<file path="config.mk">
export PLATFORM = sky130hd
export DESIGN_NAME = register_file_scheduler
export DESIGN_NICKNAME = d
export VERILOG_FILES = /design/src/rtl/regfile_sched_pkg.sv /design/src/rtl/register_file_scheduler.sv
export SDC_FILE = /design/constraint.sdc
export NUM_CORES = 1
export LEC_CHECK = 0
export ABC_AREA = 1
export CORE_ASPECT_RATIO = 1.75
export CORE_MARGIN = 2
export CORE_UTILIZATION = 35
export DETAILED_ROUTE_END_ITERATION = 7
export PLACE_DENSITY = 0.84
export SYNTH_ARGS = -nofsm -noshare
export SYNTH_HDL_FRONTEND = slang
export SYNTH_SLANG_ARGS = --single-unit
</file>
<file path="constraint.sdc">
create_clock -name CLK -period 1.5 [get_ports CLK]
set_input_delay 0.3 -clock CLK [delete_from_list [all_inputs] [get_ports CLK]]
set_output_delay 0.3 -clock CLK [all_outputs]
set_load 0.05 [all_outputs]
</file>
<file path="src/rtl/regfile_sched_pkg.sv">
// ---------------------------------------------------------------------------
// regfile_sched_pkg
//
// Purpose:
//   Shared definitions for the register file scheduler: the scheduler state
//   encoding, the register file clock-enable phase codes, default widths,
//   and a helper that maps a scheduler state to its register file phase.
//
// Contents:
//   DATA_W_DEF / ADDR_W_DEF : default register width / address width
//   PH_HOLD / PH_READ / PH_WRITE : RF_CLK_EN phase codes
//   state_t                 : scheduler FSM states
//   phaseOf()               : state -> RF_CLK_EN phase
// ---------------------------------------------------------------------------
package regfile_sched_pkg;

  localparam int DATA_W_DEF = 32;
  localparam int ADDR_W_DEF = 5;

  localparam logic [1:0] PH_HOLD  = 2'b00;
  localparam logic [1:0] PH_READ  = 2'b01;
  localparam logic [1:0] PH_WRITE = 2'b10;

  typedef enum logic [2:0] {
    ST_IDLE     = 3'd0,
    ST_READ     = 3'd1,
    ST_EXEC     = 3'd2,
    ST_WRITE    = 3'd3,
    ST_DBG_RD   = 3'd4,
    ST_DBG_WAIT = 3'd5,
    ST_DBG_WR   = 3'd6
  } state_t;

  // Read phases clock the register file's read registers, write phases
  // clock its write port; every other state leaves the register file idle.
  function automatic logic [1:0] phaseOf(input state_t st);
    logic [1:0] ph;
    ph = PH_HOLD;
    case (st)
      ST_READ, ST_DBG_RD:  ph = PH_READ;
      ST_WRITE, ST_DBG_WR: ph = PH_WRITE;
      default:             ph = PH_HOLD;
    endcase
    return ph;
  endfunction

endpackage

</file>
<file path="src/rtl/register_file_scheduler.sv">
// ---------------------------------------------------------------------------
// register_file_scheduler
//
// Purpose:
//   Sequences a two-port register file through read / write clock-enable
//   phases and shares it between the core datapath and a debug port. Each
//   core instruction runs READ -> EXEC (stallable) -> WRITE. Debug reads and
//   writes are slotted in only at instruction boundaries (IDLE or WRITE),
//   alternating fairly with core instructions while the core is running.
//
// Ports:
//   CLK, RESET             : clock (rising edge), synchronous active-high reset
//   CORE_RUN, CORE_STALL   : core issue request, EXEC hold
//   CORE_RD_ADDR1/2        : core read addresses
//   CORE_WR_ADDR, CORE_WE, CORE_WDATA : core writeback
//   DBG_REQ, DBG_WE, DBG_ADDR, DBG_WDATA : debug request (held until ack)
//   DBG_ACK, DBG_RDATA     : one-cycle completion pulse, last debug read value
//   RF_CLK_EN              : 01 read, 10 write, 00 hold
//   RF_READ_ADDRESS1/2, RF_WRITE_ADDRESS, RF_WRITE_ENABLE, RF_WRITE_DATA
//   RF_READ_DATA1          : register file port-1 registered read data
//   INSTR_DONE             : high in every core WRITE cycle
// ---------------------------------------------------------------------------
module register_file_scheduler
  import regfile_sched_pkg::*;
#(
  parameter int DATA_W = DATA_W_DEF,
  parameter int ADDR_W = ADDR_W_DEF
) (
  input  logic              CLK,
  input  logic              RESET,
  input  logic              CORE_RUN,
  input  logic              CORE_STALL,
  input  logic [ADDR_W-1:0] CORE_RD_ADDR1,
  input  logic [ADDR_W-1:0] CORE_RD_ADDR2,
  input  logic [ADDR_W-1:0] CORE_WR_ADDR,
  input  logic              CORE_WE,
  input  logic [DATA_W-1:0] CORE_WDATA,
  input  logic              DBG_REQ,
  input  logic              DBG_WE,
  input  logic [ADDR_W-1:0] DBG_ADDR,
  input  logic [DATA_W-1:0] DBG_WDATA,
  output logic              DBG_ACK,
  output logic [DATA_W-1:0] DBG_RDATA,
  output logic [1:0]        RF_CLK_EN,
  output logic [ADDR_W-1:0] RF_READ_ADDRESS1,
  output logic [ADDR_W-1:0] RF_READ_ADDRESS2,
  output logic [ADDR_W-1:0] RF_WRITE_ADDRESS,
  output logic              RF_WRITE_ENABLE,
  output logic [DATA_W-1:0] RF_WRITE_DATA,
  input  logic [DATA_W-1:0] RF_READ_DATA1,
  output logic              INSTR_DONE
);

  state_t              r_state;
  state_t              w_nextState;
  logic                r_dbgServed;
  logic                r_dbgWe;
  logic [ADDR_W-1:0]   r_dbgAddr;
  logic [DATA_W-1:0]   r_dbgWdata;
  logic [DATA_W-1:0]   r_dbgRdata;
  logic                r_dbgAck;
  logic [ADDR_W-1:0]   r_rdAddr1;
  logic [ADDR_W-1:0]   r_rdAddr2;
  logic                w_boundary;
  logic                w_dbgAccept;
  logic                w_wrReq;
  logic [ADDR_W-1:0]   w_wrAddr;
  logic [DATA_W-1:0]   w_wrData;

  // A debug op may start only at an instruction boundary. The request is
  // ignored in the cycle it is being acked (the requester has not dropped
  // it yet), and a second debug op in a row is refused while the core
  // wants to run, so the core gets one instruction between debug ops.
  assign w_boundary  = (r_state == ST_IDLE) || (r_state == ST_WRITE);
  assign w_dbgAccept = w_boundary && DBG_REQ && !r_dbgAck &&
                       (!r_dbgServed || !CORE_RUN);

  // Next-state selection. EXEC is the only state that honours the stall;
  // after any debug op the core is resumed directly if it wants to run.
  always_comb begin
    w_nextState = r_state;
    case (r_state)
      ST_IDLE, ST_WRITE: begin
        if (w_dbgAccept) begin
          w_nextState = DBG_WE ? ST_DBG_WR : ST_DBG_RD;
        end else if (CORE_RUN) begin
          w_nextState = ST_READ;
        end else begin
          w_nextState = ST_IDLE;
        end
      end
      ST_READ:     w_nextState = ST_EXEC;
      ST_EXEC:     w_nextState = CORE_STALL ? ST_EXEC : ST_WRITE;
      ST_DBG_RD:   w_nextState = ST_DBG_WAIT;
      ST_DBG_WAIT: w_nextState = CORE_RUN ? ST_READ : ST_IDLE;
      ST_DBG_WR:   w_nextState = CORE_RUN ? ST_READ : ST_IDLE;
      default:     w_nextState = ST_IDLE;
    endcase
  end

  // State, debug latch and read-address registers. Read addresses are
  // loaded on entry to a read phase and then held, so the register file's
  // registered read data stays stable through EXEC and WRITE. The served
  // flag is raised when a debug op is accepted and cleared once a core
  // instruction starts. A reset drops any in-flight debug op without ack.
  always_ff @(posedge CLK) begin
    if (RESET) begin
      r_state     <= ST_IDLE;
      r_dbgServed <= 1'b0;
      r_dbgWe     <= 1'b0;
      r_dbgAddr   <= '0;
      r_dbgWdata  <= '0;
      r_dbgRdata  <= '0;
      r_dbgAck    <= 1'b0;
      r_rdAddr1   <= '0;
      r_rdAddr2   <= '0;
    end else begin
      r_state  <= w_nextState;
      r_dbgAck <= (r_state == ST_DBG_WAIT) || (r_state == ST_DBG_WR);
      if (r_state == ST_DBG_WAIT) begin
        r_dbgRdata <= RF_READ_DATA1;
      end
      if (w_dbgAccept) begin
        r_dbgServed <= 1'b1;
        r_dbgWe     <= DBG_WE;
        r_dbgAddr   <= DBG_ADDR;
        r_dbgWdata  <= DBG_WDATA;
        r_rdAddr1   <= DBG_ADDR;
      end else if (w_nextState == ST_READ) begin
        r_dbgServed <= 1'b0;
        r_rdAddr1   <= CORE_RD_ADDR1;
        r_rdAddr2   <= CORE_RD_ADDR2;
      end
    end
  end

  // Write-port source: the core in WRITE, the latched debug request in
  // DBG_WR. Outside write phases the port presents zeros.
  always_comb begin
    w_wrReq  = 1'b0;
    w_wrAddr = '0;
    w_wrData = '0;
    case (r_state)
      ST_WRITE: begin
        w_wrReq  = CORE_WE;
        w_wrAddr = CORE_WR_ADDR;
        w_wrData = CORE_WDATA;
      end
      ST_DBG_WR: begin
        w_wrReq  = r_dbgWe;
        w_wrAddr = r_dbgAddr;
        w_wrData = r_dbgWdata;
      end
      default: begin
        w_wrReq  = 1'b0;
        w_wrAddr = '0;
        w_wrData = '0;
      end
    endcase
  end

  // Register x0 is never written. Reset gates the phase and write enable
  // combinationally so nothing reaches the register file during reset,
  // whatever state the FSM happens to be in.
  assign RF_CLK_EN        = RESET ? PH_HOLD : phaseOf(r_state);
  assign RF_WRITE_ENABLE  = w_wrReq && (w_wrAddr != '0) && !RESET;
  assign RF_WRITE_ADDRESS = w_wrAddr;
  assign RF_WRITE_DATA    = w_wrData;
  assign RF_READ_ADDRESS1 = r_rdAddr1;
  assign RF_READ_ADDRESS2 = r_rdAddr2;
  assign INSTR_DONE       = (r_state == ST_WRITE);
  assign DBG_ACK          = r_dbgAck;
  assign DBG_RDATA        = r_dbgRdata;

endmodule

</file>
==> results.toml, run 1 <==
[power]
p_leak_nw = 3.29
vdd_drop_max_v = 0.00102
p_per_area_nw_per_um2 = 1730

[finish]
fillers = 608
multi_input_area_um2 = 2160
diodes = 0
final_layout_size_suffix_gt1_frac = 0.417
finalNonFillerCells = 852
design_area_um2 = 8040
num-nets-final = 843
regArea_um2 = 1710
synthToLayoutAreaGrowth_pct = 119

[sta]
rsz0062_at_grt = "true"
hold_ws_ns = 0.393
min_period_over_period = 1.41
fmax_mhz = 473
setup_ws_ns = -0.615
setup_violations = 98
hold_viol = 0
relSlewSlack = 0.661
finClkSkew_ns = 0.0113
drv_slew = 0
min_period_ns = 2.11
tightest_slew_ns = 0.508

[die]
ios = 207
dieWidth_um = 81.4
die_h_um = 139
start_util = 0.358
core_area_um2 = 10200
dieArea_um2 = 11300
core.rowCount = 49

[drt]
drtAntennaViolNets = 0
wl_per_cell_um = 19.6
dr.max_layer_used = "met4"
wl_met3_mm = 1.13
drt-total-wl_mm = 16.7
drc = 0
vias_per_cell = 5.47
via_count = 4658
wl_met2_mm = 9.11
detail_route.first_pass.iterations = 5
drt-met1-wl_mm = 5.45
drt_iter0_drc = 210

[yosys]
synth.net_count = 609
synth_area_leaders = "dfxtp_1 (46%), a32o_1 (9.0%), nand2_1 (8.7%)"
synth-edff-count = 0
postSynth.asyncResetShare = 0
seq_area_frac_synth = 0.464
synth_cell_types = 24
yosysTopAreaCell = "dfxtp_1"
avgSynthCellArea_um2 = 7.54
synth_top_area_frac = 0.464
yosysWarnings = 0
synthFlopType = "dfxtp_1"
synth_cells = 486
ys_ff_latch = 85
syn_area_um2 = 3660
yosys-top-cells-count = "dfxtp_1 (85), nand2_1 (85), nor2_1 (77)"

[setup_path]
critPathRequiredTime_ns = 1.20
cp_slowest_stage_delay_ns = 0.37
slowest_stage = "dfxtp_4"
cp-startpoint = "r_state[1]"
end_kind = "primary output"
reg2reg_from = "r_state[1]"
worst_setup_path_start_kind = "flop"
crit_path_max_fanout = 7
crit_chain = "buf_4 -> nand2_4 -> inv_8 -> a32o_2 -> nor2_1 -> nand2_1 -> nand2_2 -> clkinvlp_4 -> buf_12"
crit_type = "reg2out"
cp.arrival_ns = 1.81

[clock_network]
postCtsHoldBufs = 0
cts.clk_slew.worst_paths_ns = 0.07
cts_tree = "done"
clk_latency_ns = 0.34
htree_levels = 3
cts.sinks = 85
clockRootBuffer = "clkbuf_16"
clockBufferDepth = 2
numCtsBuffers = 9

[grt]
grt_pass1_wl_mm = 24.4
grt_max_degree = 46
grt_pass1_vias = 4932
grt_overflow = 0
antenna_found_initial = 0
grtUsageTotal = 0.279

[worst_hold_path]
min_path_type = "in2reg"
min-delay-start = "RESET"

[placed_design]
dp.cells = 813
gp_routability_congestion = 0.906
placed_area_um2 = 6970
port_buffers = 206
dp_hpwl_mm = 10.5

[flow_run]
cap_violations = 0

[status]
status = "finished, violations left"
violations = "negative setup slack"
## sequential cells by signal, indices dropped and copies added, names as in the netlist
signal	count
RF_READ_ADDRESS2	5
RF_READ_ADDRESS1	5
r_dbgWdata	32
r_dbgServed	1
r_dbgWe	1
DBG_ACK	1
DBG_RDATA	32
r_state	3
r_dbgAddr	5
## what timing repair did
action	CTS	global route
pin swaps	18	27
setup endpoints to repair	81	124
buffers inserted	14	5
gates cloned	6	1
resized for setup	92	70
## worst paths after layout
| check | end | slack [ns] | depth (start not counted) |
|---|---|---|---|
| worst max-delay path | RF_WRITE_ENABLE | -0.61 | 9 |
| worst max register to register | RF_READ_ADDRESS1[2] | -0.32 | 11 |
| worst min register to register | r_dbgAddr[4] | 0.48 | 2 |
| worst min-delay path | DBG_ACK | 0.39 | 3 |
## worst max-delay path: cells and delay by family, from the launching register on
family | cells | cell delay, ns
simple gates | 4 | 0.38
compound gates | 1 | 0.26
buf+inv | 4 | 0.46
flops | 1 | 0.37
## kinds of logic after synthesis
kind of cell,count (synthesis),share of synthesized area
compound gates,120,0.211
buf+inv,59,0.0662
flops,85,0.464
simple gates,222,0.258
## metrics by stage
stage / power [mW] / util / worst slack, ns / TNS [ns]
2_1_floorplan: 6.52 / - / -0.220 / -1.71
3_3_place_gp: 8.89 / 0.681 / -0.274 / -16.41
3_5_place_dp: 9.19 / 0.681 / -0.337 / -21.05
4_1_cts: 13.0 / 0.763 / -0.557 / -27.77
5_1_grt: 14.4 / 0.786 / -0.698 / -39.16
6_report: 13.9 / 0.786 / -0.615 / -32.14
## cell usage in the layout (no fill, tap or decap), drive strengths merged
master,instances
clkinvlp,4
clkinv,2
nor2,79
a31oi,1
bufinv,1
nor3,2
a32o,33
clkdlybuf4s50,121
o211ai,1
buf,141
dfxtp,85
a21oi,53
clkbuf,10
inv,17
nand3,50
bufbuf,1
nand2,86
or2,1
o21ai,32
nand4,5
## per-layer routing
| metal | global-route usage | vias to the layer above |
|---|---|---|
| met2 | 0.507 | 281 |
| met3 | 0.0674 | 84 |
| met5 | 0 | - |
| met4 | 0.166 | 0 |
| li1 | - | 2141 |
| met1 | 0.274 | 2152 |
## area by class of cell
| type | count | share of cell area |
|---|---|---|
| clock inverter | 7 | 0.00902 |
| tap | 127 | 0.0198 |
| timing repair buffer | 264 | 0.452 |
| inverter | 17 | 0.0104 |
| clock buffer | 9 | 0.0280 |
| multi-input combinational | 343 | 0.268 |
| sequential | 85 | 0.213 |
## power by group
group | switching, mW | total [mW] | internal [mW]
logic | 4.46 | 8.20 | 3.74
clock network | 0.955 | 2.25 | 1.30
registers | 0.546 | 3.44 | 2.90
total | 5.96 | 13.9 | 7.93
No activity file was read; power rests on OpenSTA's default activity.
==> run 2, diff against run 1 <==
==> constraint.sdc (replaced) <==
create_clock -name CLK -period 1.7 [get_ports CLK]
set_input_delay 0.34 -clock CLK [delete_from_list [all_inputs] [get_ports CLK]]
set_output_delay 0.34 -clock CLK [all_outputs]
set_load 0.05 [all_outputs]
==> run 2 against run 1 <==
  * The run still ends with negative setup slack left
  * Critical path type unchanged
  * Design area shrank 13%
  * Highest routed layer unchanged
  * Critical path depth down 2
  * Via count is 5.2% lower
  * Clock power down 4%
  * Cell count shrank 1.3%
  * Largest cell class unchanged
==> results.toml, run 2 (same netlist as run 1, synthesis figures left out) <==
[clock_network]
htree_levels = 3
cts.clk_slew.worst_paths_ns = 0.06
clockRootBuffer = "clkbuf_16"
clk_latency_ns = 0.34
numCtsBuffers = 9
cts_tree = "done"
clockBufferDepth = 2
postCtsHoldBufs = 0
cts.sinks = 85

[sta]
finClkSkew_ns = 0.00626
min_period_ns = 2.09
relSlewSlack = 0.756
drv_slew = 0
setup_violations = 52
hold_viol = 0
min_period_over_period = 1.23
setup_ws_ns = -0.392
fmax_mhz = 478
rsz0062_at_grt = "true"
tightest_slew_ns = 0.366

[setup_path]
worst_setup_path_start_kind = "flop"
cp.arrival_ns = 1.75
reg2reg_from = "r_state[2]"
crit_type = "reg2out"
critPathRequiredTime_ns = 1.36
cp-startpoint = "r_state[0]"
end_kind = "primary output"
crit_path_max_fanout = 6

[flow_run]
cap_violations = 0

[status]
status = "finished, violations left"
violations = "negative setup slack"

[worst_hold_path]
min_path_type = "in2reg"
min-delay-start = "RESET"

[drt]
vias_per_cell = 5.25
drt-total-wl_mm = 13.6
drc = 0
drt_iter0_drc = 174
detail_route.first_pass.iterations = 5
drtAntennaViolNets = 0
via_count = 4416
wl_per_cell_um = 16.2

[grt]
grt_pass1_vias = 4494
grt_pass1_wl_mm = 21.0
grt_max_degree = 34
grtUsageTotal = 0.234
grt_overflow = 0
antenna_found_initial = 0

[finish]
fin_util = 0.683
final_layout_size_suffix_gt1_frac = 0.318
mostFrequentLayoutCell = "clkdlybuf4s50_1"
synthToLayoutAreaGrowth_pct = 90.9
final_cell_mix = "clkdlybuf4s50_1 (121), dfxtp_1 (82), buf_4 (79), nor2_1 (74), nand2_1 (73)"
fillers = 757
num-nets-final = 832
diodes = 0

[placed_design]
gp_routability_congestion = 0.876
port_buffers = 206
dp_worst_setup_slack_ns = -0.234
dp_hpwl_mm = 9.86

[power]
p_leak_nw = 3.02
vdd_drop_max_v = 0.000841
p_per_area_nw_per_um2 = 1480

[die]
die_h_um = 139
dieWidth_um = 81.4
dieArea_um2 = 11300
core_area_um2 = 10200
core.rowCount = 49
start_util = 0.358
ios = 207
[run 2: changes by cell type in the layout (fill, tap and decap cells not counted), sizes merged]
| cell | previous run | this run |
|---|---|---|
| buf | 141 | 132 |
| bufbuf | 1 | 0 |
| bufinv | 1 | 2 |
| clkbuf | 10 | 11 |
| clkinv | 2 | 0 |
| clkinvlp | 4 | 5 |
| inv | 17 | 15 |
[run 2: layout make-up]
class / instances / area, um^2 / share of cell area
multi-input combinational: 343 / 1940 / 0.277
inverter: 17 / 73.8 / 0.0106
clock inverter: 5 / 82.6 / 0.0118
sequential: 85 / 1710 / 0.244
clock buffer: 11 / 253 / 0.0361
timing repair buffer: 253 / 2780 / 0.397
tap: 127 / 159 / 0.0227
[run 2: metrics by stage]
stage	total power, mW	instance area [um^2]	std cells	setup TNS (ns)	hold WS [ns]
global route	10.9	7000	841	-16.62	0.324
floorplan	5.70	3770	486	-0.243	0.441
CTS	10.0	6870	837	-12.41	0.295
finish	10.3	7000	841	-13.20	0.303
detailed placement	7.62	6420	816	-8.56	0.453
global placement	7.44	6420	816	-5.03	0.451
[run 2: report_power, final]
group | internal, mW | switching, mW | total [mW]
clock | 1.37 | 0.795 | 2.16
combinational | 2.06 | 3.23 | 5.29
sequential | 2.55 | 0.342 | 2.89
total | 5.98 | 4.37 | 10.3
[run 2: worst paths after layout]
check	to	cells after the start	slack, ns
setup / recovery	RF_WRITE_DATA[27]	7	-0.39
hold / removal	DBG_ACK	2	0.30
setup reg to reg	RF_READ_ADDRESS1[1]	9	-0.13
hold reg to reg	DBG_RDATA[1]	2	0.46
[run 2: what timing repair did]
| action | 4_1_cts | 5_1_grt |
|---|---|---|
| pin swaps | 6 | 14 |
| gates cloned | 1 | 0 |
| resized for setup | 23 | 25 |
| endpoints found under the setup margin | 44 | 52 |
| setup buffers | 7 | 6 |
[run 2: routing by layer]
metal | vias to the layer above | routed length, um | GRT usage
met3 | 37 | 1110 | 0.0700
met4 | 0 | 420 | 0.0981
li1 | 2117 | - | -
met1 | 2064 | 4630 | 0.230
met2 | 198 | 7480 | 0.435
met5 | - | 0 | 0
[run 2: critical path, stage by stage, from the launching register on]
cell and delay, ns:
dfxtp_4 0.37, nand3_4 0.09, clkinvlp_4 0.16, buf_6 0.18, buf_4 0.13, buf_6 0.10
a32o_2 0.23, buf_12 0.15
==> run 3, diff against run 2 <==
--- a/config.mk
+++ b/config.mk
@@ -8,9 +8,9 @@
 export ABC_AREA = 1
 export CORE_ASPECT_RATIO = 1.75
 export CORE_MARGIN = 2
-export CORE_UTILIZATION = 35
+export CORE_UTILIZATION = 28
 export DETAILED_ROUTE_END_ITERATION = 7
-export PLACE_DENSITY = 0.84
+export PLACE_DENSITY = 0.71
 export SYNTH_ARGS = -nofsm -noshare
 export SYNTH_HDL_FRONTEND = slang
 export SYNTH_SLANG_ARGS = --single-unit
==> run 3 against run 2 <==
  * The run still ends with negative setup slack left
  * Utilization down 15 points
  * Total power down 3.5%
  * Via count down 3.6%
  * Sequential share of layout area up 0.43 points
  * Hold slack better by 0.16 ns
  * Combinational power down 6.0%
  * Largest cell class unchanged
==> results.toml, run 3 (same netlist as run 1, synthesis figures left out) <==
[status]
status = "finished, violations left"
violations = "negative setup slack"

[sta]
rsz0062_at_grt = "true"
relSlewSlack = 0.725
hold_ws_ns = 0.461
finClkSkew_ns = 0.00697
drv_slew = 0
setup_ws_ns = -0.363
hold_viol = 0
fmax_mhz = 485
min_period_over_period = 1.21
tightest_slew_ns = 0.413
min_period_ns = 2.06
setup_violations = 42

[clock_network]
cts_tree = "done"
htree_levels = 3
clk_latency_ns = 0.34
postCtsHoldBufs = 0
clockRootBuffer = "clkbuf_16"
clockBufferDepth = 2
cts.sinks = 85
postCtsSetupBuffers = 0
numCtsBuffers = 9
cts.clk_slew.worst_paths_ns = 0.06

[grt]
top_usage_layer = "met2"
grt_overflow = 0
use_met2 = 0.356
grtUsageTotal = 0.186
antenna_found_initial = 1
grt_pass1_wl_mm = 21.0
grt_use_met1 = 0.183
grt_max_degree = 40
grt_use_met3 = 0.0387
grt_pass1_vias = 4344

[die]
start_util = 0.285
dieWidth_um = 90.5
die_h_um = 155
core_area_um2 = 12900
dieArea_um2 = 14100
ios = 207
core.rowCount = 55

[setup_path]
path_common_cell = "nand2_1"
cp_slowest_stage_delay_ns = 0.32
critical_path.top_delay_family = "simple AND/OR/NAND/NOR gates"
critPathRequiredTime_ns = 1.36
critPathBufInv = 4
slowest_stage = "dfxtp_2"
crit_type = "reg2out"
crit_chain = "inv_1 -> nand3_2 -> inv_1 -> nand2_1 -> nand2_4 -> nor3_2 -> nand2_1 -> nand2_1 -> clkinvlp_4 -> buf_12"
crit_path_max_fanout = 8
r2r_setup_slack_ns = -0.01
cp.arrival_ns = 1.72
worst_setup_path_start_kind = "flop"
end_kind = "primary output"

[placed_design]
gp_routability_congestion = 0.815
dp_hpwl_mm = 10.3
placed_area_um2 = 6450
port_buffers = 206

[finish]
final_cell_mix = "clkdlybuf4s50_1 (121), dfxtp_1 (82), nand2_1 (81), nor2_1 (76), buf_4 (69)"
final_layout_size_suffix_gt1_frac = 0.275
mostFrequentLayoutCell = "clkdlybuf4s50_1"
design_area_um2 = 6860
num-nets-final = 820
fin_util = 0.533
synthToLayoutAreaGrowth_pct = 87.3

[flow_run]
cap_violations = 0

[power]
p_per_area_nw_per_um2 = 1450
vdd_drop_max_v = 0.000607
p_leak_nw = 2.93
total_power_mw = 9.98

[drt]
drc = 0
drt_iter0_drc = 155
via_count = 4258
wl_per_cell_um = 15.7
vias_per_cell = 4.87
drt-total-wl_mm = 13.7
drtAntennaViolNets = 0
detail_route.first_pass.iterations = 5

[worst_hold_path]
min_path_type = "in2reg"
-- run 3: changes by cell type in the layout (fill, tap and decap cells not counted), moves of 3 or more --
cell | previous run | this run
a21oi_1 | 46 | 49
buf_6 | 7 | 4
buf_4 | 79 | 69
nand2_2 | 8 | 1
nand2_1 | 73 | 81
nand3_1 | 41 | 44
-- run 3: power by group --
part | internal [mW] | switching (mW)
Combinational | 1.95 | 3.02
Clock | 1.33 | 0.803
Sequential | 2.54 | 0.343
Total | 5.82 | 4.16
-- run 3: metrics by stage --
stage / setup slack [ns] / instances / setup TNS [ns]
6_report: -0.363 / 874 / -11.11
5_1_grt: -0.500 / 874 / -16.95
4_1_cts: -0.393 / 871 / -11.88
3_5_place_dp: -0.261 / 855 / -11.04
3_3_place_gp: -0.205 / 855 / -7.02
2_1_floorplan: -0.123 / 486 / -0.243
-- run 3: metal layers --
metal / vias up / share of wire / routed length, um
li1: 2092 / - / -
met1: 1977 / 0.35 / 4860
met2: 156 / 0.56 / 7690
met3: 33 / 0.049 / 667
met4: 0 / 0.037 / 505
met5: - / 0 / 0
-- run 3: layout make-up --
| type | count | area, um^2 |
|---|---|---|
| clock inverters | 5 | 83.8 |
| diodes | 1 | 2.50 |
| fillers | 1169 | 6000 |
| repair buffers | 241 | 2710 |
| flip-flops and latches | 85 | 1710 |
| multi-input cells | 343 | 1840 |
| clock buffers | 11 | 243 |
| well taps | 171 | 214 |
| inverters | 17 | 70.1 |
-- run 3: final timing paths --
path                 from                   to  cells after the start
min reg2reg  DBG_RDATA[2]         DBG_RDATA[2]                      2
max reg2reg    r_state[2]  RF_READ_ADDRESS1[1]                     10
max            r_state[2]      RF_WRITE_ENABLE                     10
min                 RESET           r_state[1]                      3
-- run 3: repair_timing --
| action | 4_1_cts | 5_1_grt |
|---|---|---|
| gates cloned | 0 | 2 |
| endpoints found under the setup margin | 41 | 54 |
| resized for setup | 9 | 5 |
| endpoints found under the hold margin | 0 | 0 |
| pin swaps | 0 | 2 |
-- run 3: worst register-to-register path, stage by stage, from the launching register on --
cell and delay (ns):
dfxtp_2 0.32, buf_4 0.20, clkbuf_16 0.20, or2_0 0.12
nor2_1 0.04, nor2_1 0.15, nand3_2 0.18, nand3_4 0.19
nand3_1 0.10, nand2_1 0.08, nor2_1 0.04
